[config.mk]
export PLATFORM = sky130hd
export DESIGN_NAME = adc_sample_packer_flat
export DESIGN_NICKNAME = d
export VERILOG_FILES = /design/src/rtl/adc_sample_packer_pkg.sv /design/src/rtl/adc_sample_packer_if.sv /design/src/rtl/adc_sample_packer.sv /design/src/flat_wrapper.sv
export SDC_FILE = /design/constraint.sdc
export NUM_CORES = 1
export LEC_CHECK = 0
export CAP_MARGIN = 40
export CORE_MARGIN = 1
export CORE_UTILIZATION = 60
export CTS_CLUSTER_SIZE = 28
export DETAILED_ROUTE_END_ITERATION = 8
export DONT_BUFFER_PORTS = 1
export GPL_ROUTABILITY_DRIVEN = 0
export PLACE_DENSITY = 0.88
export SLEW_MARGIN = 20
export SYNTH_ARGS = -nofsm -noshare
export SYNTH_HDL_FRONTEND = slang
export SYNTH_SLANG_ARGS = --single-unit
[constraint.sdc]
create_clock -name clk_usb -period 2.7 [get_ports clk_usb]
set_input_delay 0.81 -clock clk_usb [delete_from_list [all_inputs] [get_ports clk_usb]]
set_output_delay 0.81 -clock clk_usb [all_outputs]
set_load 0.02 [all_outputs]
[src/rtl/adc_sample_packer_pkg.sv]
`default_nettype none
// ============================================================================
//  Module   : adc_sample_packer_pkg
//  Brief    : Shared types and widths for the ADC capture packing path.
//  Revision : 1.0
// ============================================================================
package adc_sample_packer_pkg;

    localparam int SAMPLE_W = 12;
    localparam int BYTE_W   = 8;

    typedef enum logic [1:0] {
        P_A = 2'd0,
        P_B = 2'd1,
        P_C = 2'd2
    } phase_t;

endpackage
`default_nettype wire

[src/rtl/adc_sample_packer_if.sv]
`default_nettype none
// ============================================================================
//  Module   : adc_sample_packer_if
//  Brief    : Sample-in / byte-out handshake bundle of the sample packer.
//  Revision : 1.0
// ============================================================================
interface adc_sample_packer_if
    import adc_sample_packer_pkg::*;
#(
    parameter int COUNT_WIDTH = 24
);
    logic                   low_res;
    logic [SAMPLE_W-1:0]    sample_data;
    logic                   sample_valid;
    logic                   sample_ready;
    logic                   flush;
    logic                   flush_done;
    logic [BYTE_W-1:0]      byte_data;
    logic                   byte_valid;
    logic                   byte_ready;
    logic [COUNT_WIDTH-1:0] byte_count;

    // master: sample source plus byte consumer; slave: the packer itself
    modport master (
        output low_res, sample_data, sample_valid, flush, byte_ready,
        input  sample_ready, flush_done, byte_data, byte_valid, byte_count
    );

    modport slave (
        input  low_res, sample_data, sample_valid, flush, byte_ready,
        output sample_ready, flush_done, byte_data, byte_valid, byte_count
    );
endinterface
`default_nettype wire

[src/rtl/adc_sample_packer.sv]
`default_nettype none
// ============================================================================
//  Module   : adc_sample_packer
//  Brief    : Packs 12-bit ADC samples into bytes (2 samples -> 3 bytes, or
//             1 sample -> 1 byte in low-res), with flush and byte counting.
//  Revision : 1.0
// ============================================================================
module adc_sample_packer
    import adc_sample_packer_pkg::*;
#(
    parameter int pCOUNT_WIDTH = 24
)
(
    input  wire logic          clk_usb,
    input  wire logic          reset_n,
    adc_sample_packer_if.slave bus
);

    localparam logic [pCOUNT_WIDTH-1:0] c_COUNT_MAX = {pCOUNT_WIDTH{1'b1}};
    localparam logic [pCOUNT_WIDTH-1:0] c_COUNT_ONE = {{(pCOUNT_WIDTH-1){1'b0}}, 1'b1};

    logic [1:0]              r_rst_sync;
    logic                    w_rst_n;
    phase_t                  r_phase;
    phase_t                  w_phase_next;
    logic                    r_mode;
    logic                    w_mode_next;
    logic [BYTE_W-1:0]       r_store;
    logic [BYTE_W-1:0]       w_store_next;
    logic                    r_flush_pend;
    logic                    r_flush_done;
    logic                    w_flush_clr;
    logic [BYTE_W-1:0]       r_byte_data;
    logic                    r_byte_valid;
    logic [pCOUNT_WIDTH-1:0] r_count;
    logic                    w_out_free;
    logic                    w_out_xfer;
    logic                    w_load;
    logic [BYTE_W-1:0]       w_load_data;
    logic                    w_ready;

    // Reset asserts immediately but releases on a clock edge.
    always_ff @(posedge clk_usb or negedge reset_n) begin
        if (!reset_n) r_rst_sync <= 2'b00;
        else          r_rst_sync <= {r_rst_sync[0], 1'b1};
    end
    assign w_rst_n = r_rst_sync[1];

    assign w_out_free = !r_byte_valid || bus.byte_ready;
    assign w_out_xfer = r_byte_valid && bus.byte_ready;

    always_ff @(posedge clk_usb or negedge w_rst_n) begin
        if (!w_rst_n) r_phase <= P_A;
        else          r_phase <= w_phase_next;
    end

    always_comb begin
        w_phase_next = r_phase;
        w_mode_next  = r_mode;
        w_store_next = r_store;
        w_load       = 1'b0;
        w_load_data  = '0;
        w_ready      = 1'b0;
        w_flush_clr  = 1'b0;
        case (r_phase)
            P_A: begin
                w_ready = w_out_free;
                if (bus.sample_valid && w_out_free) begin
                    w_mode_next  = bus.low_res;
                    w_load       = 1'b1;
                    w_load_data  = bus.sample_data[SAMPLE_W-1 -: BYTE_W];
                    w_store_next = {4'h0, bus.sample_data[3:0]};
                    w_phase_next = bus.low_res ? P_A : P_B;
                end else if (r_flush_pend && !r_byte_valid) begin
                    w_flush_clr = 1'b1;
                end
            end
            P_B: begin
                // A low-res group never reaches P_B; treat it as a stray state.
                if (r_mode) begin
                    w_phase_next = P_A;
                end else if (r_flush_pend) begin
                    if (w_out_free) begin
                        w_load       = 1'b1;
                        w_load_data  = {r_store[3:0], 4'h0};
                        w_phase_next = P_A;
                    end
                end else begin
                    w_ready = w_out_free;
                    if (bus.sample_valid && w_out_free) begin
                        w_load       = 1'b1;
                        w_load_data  = {r_store[3:0], bus.sample_data[SAMPLE_W-1 -: 4]};
                        w_store_next = bus.sample_data[BYTE_W-1:0];
                        w_phase_next = P_C;
                    end
                end
            end
            P_C: begin
                if (r_mode) begin
                    w_phase_next = P_A;
                end else if (w_out_free) begin
                    w_load       = 1'b1;
                    w_load_data  = r_store;
                    w_phase_next = P_A;
                end
            end
            default: w_phase_next = P_A;
        endcase
    end

    always_ff @(posedge clk_usb or negedge w_rst_n) begin
        if (!w_rst_n) begin
            r_mode       <= 1'b0;
            r_store      <= '0;
            r_flush_pend <= 1'b0;
            r_flush_done <= 1'b0;
            r_byte_data  <= '0;
            r_byte_valid <= 1'b0;
            r_count      <= '0;
        end else begin
            r_mode       <= w_mode_next;
            r_store      <= w_store_next;
            r_flush_pend <= (r_flush_pend && !w_flush_clr) || bus.flush;
            r_flush_done <= w_flush_clr;
            if (w_load) begin
                r_byte_data  <= w_load_data;
                r_byte_valid <= 1'b1;
            end else if (w_out_xfer) begin
                r_byte_valid <= 1'b0;
            end
            if (w_out_xfer && (r_count != c_COUNT_MAX))
                r_count <= r_count + c_COUNT_ONE;
        end
    end

    assign bus.sample_ready = w_ready && w_rst_n;
    assign bus.flush_done   = r_flush_done;
    assign bus.byte_data    = r_byte_data;
    assign bus.byte_valid   = r_byte_valid;
    assign bus.byte_count   = r_count;

endmodule
`default_nettype wire

[src/flat_wrapper.sv]
// flat-port wrapper written by rule: the top's interface ports become plain ports
module adc_sample_packer_flat import adc_sample_packer_pkg::*;
#(
    parameter int pCOUNT_WIDTH = 24
)
  (clk_usb, reset_n, bus_low_res, bus_sample_data, bus_sample_valid, bus_flush, bus_byte_ready, bus_sample_ready, bus_flush_done, bus_byte_data, bus_byte_valid, bus_byte_count);
  adc_sample_packer_if bus_i ();
  input  wire logic clk_usb;
  input  wire logic reset_n;
  input wire logic [$bits(bus_i.low_res)-1:0] bus_low_res;
  input wire logic [$bits(bus_i.sample_data)-1:0] bus_sample_data;
  input wire logic [$bits(bus_i.sample_valid)-1:0] bus_sample_valid;
  input wire logic [$bits(bus_i.flush)-1:0] bus_flush;
  input wire logic [$bits(bus_i.byte_ready)-1:0] bus_byte_ready;
  output wire logic [$bits(bus_i.sample_ready)-1:0] bus_sample_ready;
  output wire logic [$bits(bus_i.flush_done)-1:0] bus_flush_done;
  output wire logic [$bits(bus_i.byte_data)-1:0] bus_byte_data;
  output wire logic [$bits(bus_i.byte_valid)-1:0] bus_byte_valid;
  output wire logic [$bits(bus_i.byte_count)-1:0] bus_byte_count;
  assign bus_i.low_res = bus_low_res;
  assign bus_i.sample_data = bus_sample_data;
  assign bus_i.sample_valid = bus_sample_valid;
  assign bus_i.flush = bus_flush;
  assign bus_i.byte_ready = bus_byte_ready;
  assign bus_sample_ready = bus_i.sample_ready;
  assign bus_flush_done = bus_i.flush_done;
  assign bus_byte_data = bus_i.byte_data;
  assign bus_byte_valid = bus_i.byte_valid;
  assign bus_byte_count = bus_i.byte_count;
  adc_sample_packer #(.pCOUNT_WIDTH(pCOUNT_WIDTH)) u_core (.clk_usb(clk_usb), .reset_n(reset_n), .bus(bus_i));
endmodule
==> results.py <==
metrics = {
    "pwr": {
        "comb_power_share_pct": 14.6,
        "p_int_mw": 1.18,
        "power.density_nw_per_um2": 745,
        "p_sw_share_pct": 33.6,
        "vdd_drop_max_mv": 0.489,
        "cellLeakagePower_nw": 1.03,
        "p_sw_mw": 0.599,
        "pwr-share-seq_pct": 60.6,
        "clkPwrFrac_pct": 24.7,
    },
    "timing": {
        "setup_viol": 0,
        "rsz0062_at_grt": "no",
        "slew_viol_final": 0,
        "relSlewSlack_pct": 44.5,
        "fmax_mhz": 422,
        "min_period_ps": 2370,
        "period_share_pct": 87.9,
        "worstMarginPinSlew_ps": 827,
        "hold_violations": 0,
        "setup_tns_ps": 0,
        "skew_ps": 5.79,
        "whs_ps": 207,
    },
    "final_layout": {
        "diodes": 0,
        "fin_nets": 223,
        "final_layout_size_suffix_gt1_share_pct": 11.3,
        "syn_to_final_growth_pct": 6.40,
        "design_area_um2": 2390,
        "post-route-util_pct": 68.9,
    },
    "worst_setup_path": {
        "r2r_end": "u_core.bus.byte_count[3]$_DFFE_PN0P_",
        "end_kind": "output pin",
        "crit_path_start_kind": "flip-flop",
        "slowest_stage": "dfrtp_1",
        "cp.arrival_ps": 1560,
        "reg2regPathDepth": 5,
        "cp_cell_sequence": "nor2b_1, nor2_1, and3_1",
        "worstSetupPathType": "reg2out",
        "startpoint": "u_core.bus.byte_valid$_DFFE_PN0P_",
        "required_ps": 1890,
        "max_stage_delay_ps": 510,
        "worstPathMaxFanout": 5,
        "r2r-start": "u_core.bus.byte_count[9]$_DFFE_PN0P_",
        "reg2reg_slack_ps": 610,
    },
    "yosys": {
        "ys_seq_elements": 48,
        "ys_types": 41,
        "synth.net_count": 218,
        "synth_edf_count": 0,
        "syn_area_per_cell_um2": 11.3,
        "synth_ff_type": "dfrtp_1",
        "synth_common_cells": "48 x dfrtp_1, 15 x xnor2_1, 14 x nor2_1",
        "syn_area_um2": 2250,
        "yosysMostFrequentCell": "dfrtp_1",
        "synthCells": 199,
        "ys_seq_area_share_pct": 53.5,
        "synth_top_area_share_pct": 53.5,
        "async_flop_share_pct": 100,
        "ys_warn_count": 0,
        "yosys-top-cells-area": "dfrtp_1 53%, xnor2_1 5.8%, a222oi_1 3.6%",
        "synth_top_area_cell": "dfrtp_1",
    },
    "min_path": {
        "hold_class": "in2async",
    },
    "global_routing": {
        "grt_max_degree": 47,
        "grt_pass1_wl_um": 7970,
        "antenna_found_initial": 0,
        "grt_pass1_vias": 1697,
        "gr-usage-all-layers_pct": 25.8,
        "gr-total-overflow": 0,
    },
    "floorplan": {
        "initial_core_util_pct": 64.8,
        "dieArea_um2": 3990,
        "io_pins": 53,
        "rows": 21,
        "die_height_um": 63.2,
        "fp.dieW_um": 63.2,
        "coreArea_um2": 3470,
    },
    "clocking": {
        "htreeDepth": 2,
        "numCtsBuffers": 5,
        "clkSlewWorstSetupHoldPaths_ps": 80,
        "cts_max_path_buffers": 2,
        "ctsResizeCount": 0,
        "cts_setup_buffers": 0,
        "cts_tree": "built",
        "cts_root_buf": "clkbuf_8",
        "clk_latency_ps": 290,
        "hold_buffers": 0,
        "clock_sinks": 48,
    },
    "detailed_routing": {
        "drcViolationCount": 0,
        "wl_per_cell_um": 18.2,
        "routed_wl_um": 4550,
        "via_count": 1653,
        "detail-route-antenna-nets": 0,
        "drtPass1Iterations": 5,
        "drt_iter0_markers": 135,
        "viasPerCell": 6.61,
    },
    "placed_design": {
        "place_area_um2": 2290,
        "dp_hpwl_um": 3310,
        "io_buffers": 0,
    },
    "status": {
        "run_status": "completed",
    },
    "run": {
        "maxCapViolations": 0,
    },
}
stage by stage:
| step | total power, mW | std cells | setup slack (ps) |
|---|---|---|---|
| after floorplan | 1.28 | 199 | 162 |
| after global placement | 1.33 | 243 | 435 |
| after detailed placement | 1.36 | 243 | 426 |
| after CTS | 1.80 | 250 | 326 |
| after global routing | 1.88 | 250 | 247 |
| final | 1.78 | 250 | 328 |
cells in the final DEF, fill, tap and decap left out, drive strengths merged, types with 7 or more instances in the layout:
cell / count
a21oi: 10
a222oi: 8
and4: 7
clkbuf: 7
dfrtp: 48
inv: 9
nand2: 8
nand3: 7
nand4: 12
nor2: 14
xnor2: 15
logic make-up (layout without fill, tap and decap cells):
kind of cell	after synthesis	in the layout	share of synthesized area [%]
AND/OR/NAND/NOR	72	72	19.9
flip-flops	48	48	53.5
AO/OA/AOI/OAI	38	38	12.3
XOR/XNOR	20	20	7.80
buffers and inverters	13	18	2.67
multiplexers	6	6	3.17
adder cells (fa/ha/maj)	1	1	0.557
other	1	1	0.167
flip-flops by register name, summed over array words and instances, names as in the netlist, 2 cells and up:
| name | flops |
|---|---|
| u_core.bus.byte_count | 24 |
| u_core.bus.byte_data | 8 |
| u_core.r_phase | 2 |
| u_core.r_rst_sync | 2 |
| u_core.r_store | 8 |
power groups by stage:
| stage | Sequential [mW] | Clock [mW] | Combinational [mW] |
|---|---|---|---|
| after floorplan | 1.04 | 0 | 0.232 |
| after global placement | 1.08 | 0 | 0.243 |
| after detailed placement | 1.10 | 0 | 0.259 |
| after CTS | 1.08 | 0.454 | 0.262 |
| after global routing | 1.10 | 0.476 | 0.302 |
| final | 1.08 | 0.441 | 0.261 |
final cells by class:
class	instances	area [µm²]
sequential	48	1200
fill	268	1080
multi-input combinational	138	986
clock buffer	7	96.3
tap	46	57.6
inverter	9	33.8
timing repair buffer	2	15.0
worst max-delay path: cells and delay by family, from the launching register on:
family / cells / cell delay, ps
and+or+nand+nor: 3 / 780
DFF: 1 / 510
routing by layer:
metal | routed length (µm) | track usage, %
met5 | 0 | 0
met3 | 337 | 8.33
met1 | 1730 | 28.9
met2 | 2440 | 45.7
met4 | 50 | 8.81
how the worst max path moves through the flow:
stage                            end  slack (ps)  depth (start not counted)
floorplan           bus_sample_ready         160                          1
global placement    bus_sample_ready         440                          3
detailed placement  bus_sample_ready         430                          3
CTS                 bus_sample_ready         330                          3
global route        bus_sample_ready         250                          3
finish              bus_sample_ready         330                          3
No activity file was read; power rests on OpenSTA's default activity.
